`config.mk`:
```
export PLATFORM = sky130hd
export DESIGN_NAME = alu_result_queue
export DESIGN_NICKNAME = d
export VERILOG_FILES = /design/src/rtl/alu_pkg.sv /design/src/rtl/alu_flag_gen.sv /design/src/rtl/alu_result_queue.sv
export SDC_FILE = /design/constraint.sdc
export NUM_CORES = 1
export LEC_CHECK = 0
export ABC_AREA = 1
export CORE_UTILIZATION = 44
export DETAILED_ROUTE_END_ITERATION = 16
export PLACE_DENSITY = 0.64
export SYNTH_ARGS = -nofsm -noshare
export SYNTH_HDL_FRONTEND = slang
export SYNTH_SLANG_ARGS = --single-unit
export TNS_END_PERCENT = 50
```
`constraint.sdc`:
```
create_clock -name clk -period 7.5 [get_ports clk]
set_clock_uncertainty 0.15 [all_clocks]
set_input_delay 0.75 -clock clk [delete_from_list [all_inputs] [get_ports clk]]
set_output_delay 0.75 -clock clk [all_outputs]
set_load 0.02 [all_outputs]
```
`src/rtl/alu_pkg.sv`:
```
// rtl/alu_pkg.sv - shared ALU opcode, flag and result types
package alu_pkg;

  localparam int ALU_DATA_W = 64;
  localparam int ALU_OP_W   = 4;
  localparam int ALU_RD_W   = 5;

  typedef enum logic [ALU_OP_W-1:0] {
    ALU_ADD  = 4'b0000,
    ALU_SUB  = 4'b0001,
    ALU_MUL  = 4'b0010,
    ALU_DIV  = 4'b0011,
    ALU_SLL  = 4'b0100,
    ALU_SRL  = 4'b0101,
    ALU_LAND = 4'b0110,
    ALU_LOR  = 4'b0111,
    ALU_AND  = 4'b1000,
    ALU_OR   = 4'b1001,
    ALU_XOR  = 4'b1010,
    ALU_NAND = 4'b1011,
    ALU_NOR  = 4'b1100,
    ALU_XNOR = 4'b1101,
    ALU_GT   = 4'b1110,
    ALU_LT   = 4'b1111
  } alu_op_e;

  typedef struct packed {
    logic wide;
    logic negative;
    logic zero;
  } alu_flags_t;

  // op_code is kept as raw bits so unknown encodings pass through untouched
  typedef struct packed {
    logic [ALU_DATA_W-1:0] data;
    logic [ALU_OP_W-1:0]   op_code;
    logic [ALU_RD_W-1:0]   rd;
    alu_flags_t            flags;
  } alu_result_t;

endpackage

```
`src/rtl/alu_flag_gen.sv`:
```
// rtl/alu_flag_gen.sv - combinational zero/negative/wide flags for an ALU result
module alu_flag_gen
  import alu_pkg::*;
#(
  parameter int DATA_WIDTH = ALU_DATA_W
) (
  input  logic [DATA_WIDTH-1:0] data_i,
  output alu_flags_t            flags_o
);

  // wide means the upper half is non-zero, i.e. the value overflows the 32-bit path
  always_comb begin
    flags_o          = '0;
    flags_o.zero     = (data_i == '0);
    flags_o.negative = data_i[DATA_WIDTH-1];
    flags_o.wide     = |data_i[DATA_WIDTH-1:DATA_WIDTH/2];
  end

endmodule

```
`src/rtl/alu_result_queue.sv`:
```
// rtl/alu_result_queue.sv - ALU result FIFO to writeback; flags under ALU_RESULT_QUEUE_FLAGS_EN
module alu_result_queue
  import alu_pkg::*;
#(
  parameter int DATA_WIDTH     = ALU_DATA_W,
  parameter int OP_CODE_WIDTH  = ALU_OP_W,
  parameter int REG_ADDR_WIDTH = ALU_RD_W,
  parameter int DEPTH          = 4
) (
  input  logic                       clk,
  input  logic                       rst,
  input  logic                       in_valid,
  output logic                       in_ready,
  input  logic [DATA_WIDTH-1:0]      in_data,
  input  logic [OP_CODE_WIDTH-1:0]   in_op_code,
  input  logic [REG_ADDR_WIDTH-1:0]  in_rd,
  output logic                       out_valid,
  input  logic                       out_ready,
  output logic [DATA_WIDTH-1:0]      out_data,
  output logic [OP_CODE_WIDTH-1:0]   out_op_code,
  output logic [REG_ADDR_WIDTH-1:0]  out_rd,
  output logic [2:0]                 out_flags,
  output logic [$clog2(DEPTH):0]     count
);

  localparam int PTR_W = $clog2(DEPTH);
  localparam int CNT_W = PTR_W + 1;

  alu_result_t       mem_q [DEPTH];
  logic [PTR_W-1:0]  wr_ptr_q, wr_ptr_d;
  logic [PTR_W-1:0]  rd_ptr_q, rd_ptr_d;
  logic [CNT_W-1:0]  count_q, count_d;
  alu_flags_t        in_flags;
  alu_result_t       in_entry;
  alu_result_t       head;
  logic              push;
  logic              pop;

  assign in_ready  = (count_q != CNT_W'(DEPTH));
  assign out_valid = (count_q != '0);
  assign push      = in_valid && in_ready;
  assign pop       = out_valid && out_ready;
  assign count     = count_q;

`ifdef ALU_RESULT_QUEUE_FLAGS_EN
  alu_flag_gen #(
    .DATA_WIDTH (DATA_WIDTH)
  ) u_flag_gen (
    .data_i  (in_data),
    .flags_o (in_flags)
  );
`else
  // flags field is written constant zero, so its storage folds away
  assign in_flags = '0;
`endif

  // pack the incoming beat into a stored entry
  always_comb begin
    in_entry         = '0;
    in_entry.data    = in_data;
    in_entry.op_code = in_op_code;
    in_entry.rd      = in_rd;
    in_entry.flags   = in_flags;
  end

  // pointer and occupancy next-state; push+pop leaves count unchanged
  always_comb begin
    wr_ptr_d = wr_ptr_q;
    rd_ptr_d = rd_ptr_q;
    count_d  = count_q;
    if (push) wr_ptr_d = wr_ptr_q + PTR_W'(1);
    if (pop)  rd_ptr_d = rd_ptr_q + PTR_W'(1);
    case ({push, pop})
      2'b10:   count_d = count_q + CNT_W'(1);
      2'b01:   count_d = count_q - CNT_W'(1);
      default: count_d = count_q;
    endcase
  end

  // state registers; storage is cleared on reset so the head never reads X
  always_ff @(posedge clk) begin
    if (rst) begin
      wr_ptr_q <= '0;
      rd_ptr_q <= '0;
      count_q  <= '0;
      for (int i = 0; i < DEPTH; i++) mem_q[i] <= '0;
    end else begin
      wr_ptr_q <= wr_ptr_d;
      rd_ptr_q <= rd_ptr_d;
      count_q  <= count_d;
      if (push) mem_q[wr_ptr_q] <= in_entry;
    end
  end

  // head entry drives the writeback side directly from storage
  always_comb begin
    head        = mem_q[rd_ptr_q];
    out_data    = head.data;
    out_op_code = head.op_code;
    out_rd      = head.rd;
    out_flags   = head.flags;
  end

endmodule
```
Word level (Yosys, flattened, before mapping) --
Memories as Yosys holds them, arrays and structs flattened. A register that Yosys moved wholly into a read port is not among the register bits. Cells that the tools add are included.
Storage, ports and cells: RAM bits 292, word-level logic and storage cells 27, flip-flop bits (word level) 7, memories 1
Cells by class: reductions and logical operators 5, multiplexer cells 11, add/sub/neg operators 4, eq/ne operators 3
Memory list:
- mem_q | words 4, bits a word 73, rd ports 1, clocked after Yosys merged registers in 1, write ports 4, RTL line alu_result_queue.sv:29 | alu_result_t mem_q [DEPTH];
Operators with widths (count):
- two-way mux 73 bit | 1
- OR reduction 73 bit | 1
- two-way mux 1 bit | 6
- two-way mux 2 bit | 3
- one-hot mux 3 bit (2 select lines) | 1
- adder 2 x 1 -> 2 bit, second input constant | 2
- adder 3 x 1 -> 3 bit, second input constant | 1
- != test 3 bit, second input constant | 1
- nonzero test 3 bit | 1
- subtractor 3 x 1 -> 3 bit, second input constant | 1
- == test 2 x 1 -> 1 bit, second input constant | 1
- == test 2 bit, second input constant | 1
- logical AND 1 bit | 2
- nonzero test 2 bit | 1

Logic depth before layout (Yosys ltp) --
Gate-level depths: netlist of the first run.
depth in word-level cells 7, gate-level depth with buffers 13

Worst setup path before layout of the first run --
Ideal clock, no wire load.
path kind input-to-reg, from in rst, to mem mem_q[0][0] in the netlist's numbering, enable pin, slack 0.461 ns, data required time 6.745 ns, setup time 0.605 ns, stages on the path 4, data arrival time 6.284 ns, cell sequence inv_1 nand4_1 buf_2 o21ai_0
RTL lines:
- start: declaration | RTL line alu_result_queue.sv:11 | input logic rst,
- end: declaration | RTL line alu_result_queue.sv:29

==> results.md, run 1 <==
* CTS tree: built
* GRT Util Overall at 21.4%
* Num CTS Buffers at 31
* Max Freq at ~220 MHz
* Initial Utilization at about 45%
* Worst setup margin at 2.99 ns
* Worst EP arrival at 3.61 ns
* First-pass DRT Iterations at 5
* Synthesis-stage register bit count at roughly 300
* CTS max path bufs at 3
* HP Class: register to register
* Register area share after synthesis at 65.8%
* Final Cycle Share at about three fifths
* Fin. Hold Viols at 0
* Netlist Area Pre-Place at between 0.01 and 0.015 mm²
* Vias per Instance at 5.32
* RSZ-0062 raised after global routing: no
* PostCTS Resize Cnt at 0
* Relative slew margins at between 20% and 30%
* Complex-gate fraction of the synthesized area at under 10%
* Crit start category: register
* Max-cap violation count at 0
* Min Tclk post-route at 4.51 ns
* Antenna viol nets, final at 0
* Largest net degree at the start of global routing at 98
* Crit Path Max Fanout at 86
* Non-Filler Instances at 1,783
* Clock root buffer: clkbuf_16
* Number of global-route vias before repair at around 9,500
* GR Overflow Total at 0
* DR DRC count at 0
* Ys Warns at 0
* Die ar. at about 0.032 mm²
* Initial antenna violation count at 0
* Die height at around 180 µm
* N_diodes at 0
* Synth cell types at 26
* Final setup viols at 0
* Commonest non-fill, non-tap cells in the layout: nor2_1 (311), edfxtp_1 (292), clkdlybuf4s50_1 (154)
* Std cell rows at 64
* Port Buf Inserts at 154
* Crit path capture type: output pin
* Worst skew pair latency at 0.56 ns
* Core Area at 0.0305 mm²
* Routed vias at 9,478
* IO Pins at 158
* Cts hold-fix bufs at 0
* VDD IR max at about 190 µV
* Largest family of logic cells by synthesized area: simple AND/OR/NAND/NOR gates
* Leakage at around 6 nW
* Place WS at 3.29 ns
* Status: complete, no violations
* Drt wl/cell at 18.8 µm
* CP Data Required Time at about 6.6 ns
* Fraction of layout cells with a size suffix above 1 at 13.3%
* WS Path Type: register to output pin
* CTS Sinks at 301
* Min Hold Slack at 0.354 ns
* WL final at 33,500 µm
* Die width at 178 µm
* Total negative slack at 0 ns
* Pwr Density at 316 mW/mm²
* Clock transition at path regs at roughly 0.060 ns
* Gate Count Post-Synth at 1,255
* Worst Tran Pin Value at 1.06 ns
* H-tree depth at 1
* Final RePlAce weighted congestion at 0.718
* Commonest non-fill, non-tap cell in the layout: nor2_1
* Cells after DPL at 1,729
* 1st-iter DRT viols at 571
* Post-Syn Area per Cell at 10.8 µm²
* Count of pins over their slew limit at 0
* Pwr Total at 0.00514 W
* First-pass GRT wire length at 51,400 µm
* DP HPWL at 17,100 µm
* Post-Synth XOR/XNOR Area at 0%
* Post-CTS setup buffers at 0
* Simple-gate portion of the synthesized area at 16.9%
* Post-Synth Adder-Cell Area at 0.239%
* Area Overhead vs Synth at 19.5%
* Final nets at 1,445
* Mux contribution to synthesized area at 0%
==> state kept, by name, indices dropped and copies added (netlist names), named ones only <==
signal / cells
mem_q: 292
count: 3
wr_ptr_q: 2
rd_ptr_q: 2
==> layer usage <==
layer | global-route usage (%) | up-vias | routed length, µm
met4 | 5.98 | 0 | 680
met1 | 29.1 | 4649 | 14800
met2 | 35.9 | 310 | 16100
met5 | 0 | - | 0
met3 | 2.66 | 48 | 1900
li1 | - | 4471 | -
==> worst max-delay path, stage by stage (launching register included) <==
cell and delay (ns):
dfxtp_4 0.51, inv_4 0.53, buf_4 0.84, o21ai_0 0.19
o22ai_1 0.26, clkdlybuf4s50_1 0.66
==> synthesized netlist by cell type (all sizes together) <==
| cell type | instances | area (µm²) |
|---|---|---|
| dfxtp | 9 | 180 |
| a21oi | 5 | 25.0 |
| nand3 | 6 | 35.0 |
| inv | 161 | 604 |
| nor3 | 73 | 365 |
| o21ai | 153 | 766 |
| conb | 1 | 3.75 |
| nand4 | 1 | 6.26 |
| ha | 1 | 12.5 |
| fa | 1 | 20.0 |
| edfxtp | 292 | 8770 |
| clkbuf | 56 | 210 |
| clkinv | 1 | 3.75 |
| nand2 | 15 | 58.8 |
| o22ai | 73 | 457 |
| buf | 36 | 254 |
| nor2 | 371 | 1840 |
==> per-stage QoR <==
step / util (%) / area, µm²
after CTS: 53.3 / 16300
final: 53.3 / 16300
after detailed placement: 50.3 / 15400
after floorplan: - / 13600
after global routing: 53.3 / 16300
after global placement: 50.3 / 15400
==> kinds of logic after synthesis <==
logic type      after synthesis
simple gates                466
fa+ha+maj                     2
buf+inv                     254
flops                       301
other cells                   1
compound gates              231
==> power breakdown <==
group	switching, W	internal (W)
clock	0.000617	0.000789
combinational	0.00102	0.000589
sequential	0.0000835	0.00204
total	0.00172	0.00342
==> path summary, 6_finish.rpt <==
path	start	depth (start not counted)	to	slack, ns
worst max-delay path	register	5	out_data[42]	2.99
worst min-delay path	rd_ptr_q[1]	2	register	0.35
worst max register to register	wr_ptr_q[1]	6	mem_q[2][47]	3.84
worst min register to register	rd_ptr_q[1]	2	register	0.35
==> final cells by class <==
cell class	instances	area, µm²
fill	2680	14200
sequential	301	8960
multi-input combinational	702	3650
timing repair buffer	168	1650
clock buffer	40	810
inverter	162	612
tap	396	495
clock inverter	14	97.6
No activity file was read; power rests on OpenSTA's default activity.
==> inputs of run 2 (changes only) <==
- PLACE_DENSITY: 0.64 -> 0.61
- clock period: 7.5 -> 4.4 ns (I/O delays scaled with it)
==> run 2 against run 1 <==
  * Sequential power increased by 71%
  * Highest routed layer unchanged
  * Register-to-register slack lost 2.3 ns
  * Via count down 0.17%
  * Critical path depth shrank 1
  * Flip-flop and latch count did not move
  * Clock-buffer cell count up 6
  * Clock power up 65%
  * Wire length increased by 0.17%
  * Largest power group unchanged
  * First-iteration DRC count increased by 21%
==> results.md, run 2 (synthesis results as in run 1) <==
* Leakage at 5.93 nW (was 5.90 nW)
* PostCTS Resize Cnt at 0 (unchanged)
* HP Class: register to register (unchanged)
* Die width at 178 µm (unchanged)
* Pwr Total at 0.00873 W (was 0.00514 W)
* WS Path Type: register to output pin (unchanged)
* Port Buf Inserts at 154 (unchanged)
* Relative slew margins at 24.0% (was 29.0%)
* Cts hold-fix bufs at 0 (unchanged)
* First-pass DRT Iterations at 4 (was 5)
* Clock root buffer: clkbuf_16 (unchanged)
* CTS tree: built (unchanged)
* VDD IR max at 313 µV (was 185 µV)
* Commonest non-fill, non-tap cell in the layout: nor2_1 (unchanged)
* Fraction of layout cells with a size suffix above 1 at 13.5% (was 13.3%)
* Num CTS Buffers at 31 (unchanged)
* Max-cap violation count at 0 (unchanged)
* 1st-iter DRT viols at 690 (was 571)
* Max Freq at 260 MHz
* IO Pins at 158 (unchanged)
* Max reg flops at 292 (unchanged)
* Final setup viols at 0 (unchanged)
* Status: complete, no violations (unchanged)
* N_diodes at 0 (unchanged)
* WL final at 33,500 µm (about the same)
* Final RePlAce weighted congestion at 0.735 (was 0.718)
* Clock transition at path regs at 0.06 ns (about the same)
* CTS Sinks at 301 (unchanged)
* Vias per Instance at 5.28 (was 5.32)
* Routed vias at 9,462 (was 9,478)
* First-pass GRT wire length at 52,000 µm (was 51,400 µm)
* Die ar. at 0.0316 mm² (unchanged)
* Worst skew pair latency at 0.55 ns (was 0.56 ns)
* Commonest non-fill, non-tap cells in the layout: nor2_1 (311), edfxtp_1 (292), clkdlybuf4s50_1 (154) (unchanged)
* Worst EP arrival at 3.26 ns (was 3.61 ns)
* DR DRC count at 0 (unchanged)
* Worst Tran Pin Value at 1.14 ns (was 1.06 ns)
* Final nets at 1,453 (was 1,445)
* Crit Path Max Fanout at 43 (was 86)
* Min Tclk post-route at 3.85 ns
* Crit path capture type: output pin (unchanged)
* Final Cycle Share at 87.5%
* Initial antenna violation count at 0 (unchanged)
* GR Overflow Total at 0 (unchanged)
* Drt wl/cell at 18.7 µm (was 18.8 µm)
* Fin. Hold Viols at 0 (unchanged)
* RSZ-0062 raised after global routing: no (unchanged)
* Final core utilization at 53.6% (was 53.3%)
* H-tree depth at 1 (unchanged)
* GRT Util Overall at 21.5% (was 21.4%)
* Post-CTS setup buffers at 0 (unchanged)
* Initial Utilization at 44.6% (unchanged)
* CP Data Required Time at 3.81 ns (was 6.60 ns)
* Number of global-route vias before repair at 9,508 (was 9,492)
* DP HPWL at 17,600 µm (was 17,100 µm)
* Largest Register: mem_q (unchanged)
* Pwr Density at 534 mW/mm² (was 316 mW/mm²)
* CTS max path bufs at 3 (unchanged)
* Core Area at 0.0305 mm² (unchanged)
* Total negative slack at 0 ns (unchanged)
* Area Overhead vs Synth at 20.1% (was 19.5%)
* Crit start category: register (unchanged)
* Largest net degree at the start of global routing at 147 (was 98)
* Std cell rows at 64 (unchanged)
* Antenna viol nets, final at 0 (unchanged)
* Die height at 178 µm (unchanged)
* Count of pins over their slew limit at 0 (unchanged)
-- run 2: cell count changes in the layout (fill, tap and decap cells not counted) --
cell,delta
clkinv_1,-1
clkinv_4,-1
inv_2,+1
inv_6,-1
buf_12,+4
bufinv_16,-1
buf_4,+4
clkbuf_8,+1
clkbuf_1,+5
clkinv_2,-3
-- run 2: final timing paths --
| kind | to | slack (ns) | startpoint | depth (start not counted) |
|---|---|---|---|---|
| worst min-delay path | register | 0.36 | rd_ptr_q[0] | 2 |
| worst min register to register | register | 0.36 | rd_ptr_q[0] | 2 |
| worst max-delay path | out_data[3] | 0.55 | register | 4 |
| worst max register to register | mem_q[2][52] | 1.55 | wr_ptr_q[1] | 5 |
-- run 2: final cells by class --
class                           count  area, µm²
Clock buffer                       46        842
Clock inverter                      8       36.3
Fill cell                        2715      14200
Inverter                          162        611
Multi-Input combinational cell    702       3650
Sequential cell                   301       8960
Tap cell                          396        495
Timing Repair Buffer              176       1760
-- run 2: stage by stage --
step | instances | instance area, µm² | hold WS (ns) | setup slack [ns]
2_1_floorplan | 1257 | 13600 | 0.310 | -0.407
3_3_place_gp | 1737 | 15500 | 0.331 | 1.18
3_5_place_dp | 1737 | 15500 | 0.346 | 1.16
4_1_cts | 1791 | 16300 | 0.362 | 0.581
5_1_grt | 1791 | 16300 | 0.400 | 0.371
6_report | 1791 | 16300 | 0.363 | 0.548
-- run 2: layer usage --
metal  vias to the layer above  global-route usage, %  share of wire, %
li1                       4484                      -                 -
met1                      4647                   29.2                45
met2                       292                   37.0                48
met3                        39                   2.59               5.1
met4                         0                   4.63               2.0
met5                         -                      0                 0
-- run 2: report_power, final --
group | internal (W) | switching (W)
combinational | 0.00103 | 0.00175
sequential | 0.00347 | 0.000144
clock | 0.00131 | 0.00103
total | 0.00581 | 0.00292
-- run 2: worst max-delay path: stages (launching register included) --
cell,delay (ns)
dfxtp_2,0.93
buf_4,0.53
o21ai_0,0.16
o22ai_1,0.34
clkdlybuf4s50_1,0.68
==> inputs of run 3 (changes only) <==
- CTS_BUF_LIST: not set -> sky130_fd_sc_hd__clkbuf_8
==> run 3 against run 2 <==
  * Critical path depth is the same
  * First-iteration DRC count grew 15%
  * Highest routed layer unchanged
  * Sequential power about the same
  * Maximum frequency increased by 0.42%
  * Combinational power is essentially flat
  * Core utilization shrank 0.17 points
==> results.md, run 3 (synthesis results as in run 1) <==
* Status: complete, no violations (unchanged)
* Crit path largest cell delay at 0.95 ns (was 0.93 ns)
* Commonest non-fill, non-tap cells in the layout: nor2_1 (311), edfxtp_1 (292), clkdlybuf4s50_1 (154) (unchanged)
* Non-Filler Instances at 1,822 (was 1,791)
* Met1 Track Usage GR at 29.2% (about the same)
* Routed vias at 9,608 (was 9,462)
* Initial antenna violation count at 0 (unchanged)
* DP HPWL at 17,600 µm (unchanged)
* Clock transition at path regs at 0.06 ns (about the same)
* Die ar. at 0.0316 mm² (unchanged)
* Place WS at 1.16 ns (unchanged)
* Count of pins over their slew limit at 0 (unchanged)
* Cts hold-fix bufs at 0 (unchanged)
* Die height at 178 µm (unchanged)
* Drt wl/cell at 18.5 µm (was 18.7 µm)
* WS Path Type: register to output pin (unchanged)
* Initial Utilization at 44.6% (unchanged)
* Min Tclk post-route at 3.84 ns (was 3.85 ns)
* HP Class: register to register (unchanged)
* Area Overhead vs Synth at 19.7% (was 20.1%)
* N_diodes at 0 (unchanged)
* Clock root buffer: clkbuf_8 (was clkbuf_16)
* Global routing usage on met3 at 3.53% (was 2.59%)
* Leakage at 6.01 nW (was 5.93 nW)
* Final Cycle Share at 87.2% (was 87.5%)
* Met2 Resource Use GR at 36.8% (was 37.0%)
* Core Area at 0.0305 mm² (unchanged)
* Final setup viols at 0 (unchanged)
* Final core utilization at 53.4% (was 53.6%)
* PostCTS Resize Cnt at 0 (unchanged)
* Combinational Power Share at 32.8% (was 31.8%)
* Largest Register: mem_q (unchanged)
* Min Hold Slack at 0.352 ns (was 0.363 ns)
* CTS Sinks at 301 (unchanged)
* Relative slew margins at 23.1% (was 24.0%)
* Max Freq at 261 MHz (was 260 MHz)
* WL final at 33,800 µm (was 33,500 µm)
* H-tree depth at 2 (was 1)
* Largest net degree at the start of global routing at 147 (unchanged)
* Worst setup margin at 0.564 ns (was 0.548 ns)
* First-pass DRT Iterations at 5 (was 4)
* P_int at 0.00555 W (was 0.00581 W)
* CP Cell Sequence: buf_4, o21ai_0, o22ai_1, clkdlybuf4s50_1 (unchanged)
* Sw frac at 34.7% (was 33.4%)
* IO Pins at 158 (unchanged)
* 1st-iter DRT viols at 794 (was 690)
* Antenna viol nets, final at 0 (unchanged)
* Crit Path Max Fanout at 43 (unchanged)
* VDD IR max at 272 µV (was 313 µV)
* Crit-path slowest cell: dfxtp_2 (unchanged)
* Pwr Density at 521 mW/mm² (was 534 mW/mm²)
* Worst skew pair latency at 0.56 ns (was 0.55 ns)
* Number of global-route vias before repair at 9,625 (was 9,508)
* Die width at 178 µm (unchanged)
* Gr busiest metal: met2 (unchanged)
* Commonest non-fill, non-tap cell in the layout: nor2_1 (unchanged)
* CTS max path bufs at 3 (unchanged)
* First-pass GRT wire length at 52,400 µm (was 52,000 µm)
* CP Data Required Time at 3.81 ns (about the same)
* DR DRC count at 0 (unchanged)
* Fraction of layout cells with a size suffix above 1 at 14.7% (was 13.5%)
* Psw at 0.00294 W (was 0.00292 W)
* Top delay family on crit path: buffers and inverters (unchanged)
* Crit path capture type: output pin (unchanged)
* Worst EP arrival at 3.25 ns (was 3.26 ns)
* Num CTS Buffers at 48 (was 31)
* Buf/Inv on CP at 2 (unchanged)
* Worst Tran Pin Value at 1.15 ns (was 1.14 ns)
* Port Buf Inserts at 154 (unchanged)
* GR Overflow Total at 0 (unchanged)
* Std cell rows at 64 (unchanged)
* Max reg flops at 292 (unchanged)
* Final nets at 1,470 (was 1,453)
* Register share of total power at 42.6% (was 41.4%)
* RSZ-0062 raised after global routing: no (unchanged)
* Fin. Hold Viols at 0 (unchanged)
* Total negative slack at 0 ns (unchanged)
* CTS tree: built (unchanged)
* Vias per Instance at 5.27 (was 5.28)
* GRT Util Overall at 21.9% (was 21.5%)
* Clock group share of total power at 24.7% (was 26.7%)
* Max-cap violation count at 0 (unchanged)
* Final RePlAce weighted congestion at 0.735 (unchanged)
* Crit start category: register (unchanged)
* Cells after DPL at 1,737 (unchanged)
* Post-CTS setup buffers at 0 (unchanged)
run 3: cell types whose count changed in the layout (fill, tap and decap cells not counted), sizes merged:
cell,change
inv,+20
clkinv,+8
clkbuf,+4
clkinvlp,-1
run 3: per-layer routing:
| metal | wire (µm) | share of wire, % | up-vias |
|---|---|---|---|
| met5 | 0 | 0 | - |
| met4 | 635 | 1.9 | 0 |
| met3 | 2170 | 6.4 | 52 |
| met2 | 16100 | 48 | 335 |
| met1 | 14800 | 44 | 4704 |
| li1 | - | - | 4517 |
run 3: worst register-to-register path, cell delays in order (launching register included):
cell	delay (ns)
dfxtp_4	1.12
inv_1	0.11
nor2_1	0.18
inv_2	0.07
o21ai_4	0.15
buf_4	0.67
run 3: path summary, 6_finish.rpt:
path / startpoint / to / slack (ns) / depth (start not counted)
worst max register to register: wr_ptr_q[1] / mem_q[2][52] / 1.54 / 5
worst max-delay path: register / out_data[3] / 0.56 / 4
worst min-delay path: rd_ptr_q[1] / register / 0.35 / 2
worst min register to register: rd_ptr_q[1] / register / 0.35 / 2
run 3: through the flow:
stage	area, µm²	power, W
6_report	16300	0.00850
2_1_floorplan	13600	0.00525
3_5_place_dp	15500	0.00648
3_3_place_gp	15500	0.00646
5_1_grt	16300	0.00891
4_1_cts	16300	0.00858
run 3: area by class of cell:
| class | count | area (µm²) |
|---|---|---|
| fillers | 2725 | 14200 |
| flip-flops and latches | 301 | 8960 |
| multi-input cells | 702 | 3650 |
| repair buffers | 176 | 1760 |
| clock buffers | 50 | 688 |
| inverters | 162 | 611 |
| well taps | 396 | 495 |
| clock inverters | 35 | 138 |
run 3: power by group through the flow:
stage	Clock (W)	Combinational (W)	Sequential, W
after detailed placement	0	0.00280	0.00368
after global placement	0	0.00279	0.00367
after floorplan	0	0.00162	0.00362
after global routing	0.00226	0.00300	0.00365
after CTS	0.00215	0.00281	0.00362
final	0.00210	0.00278	0.00362
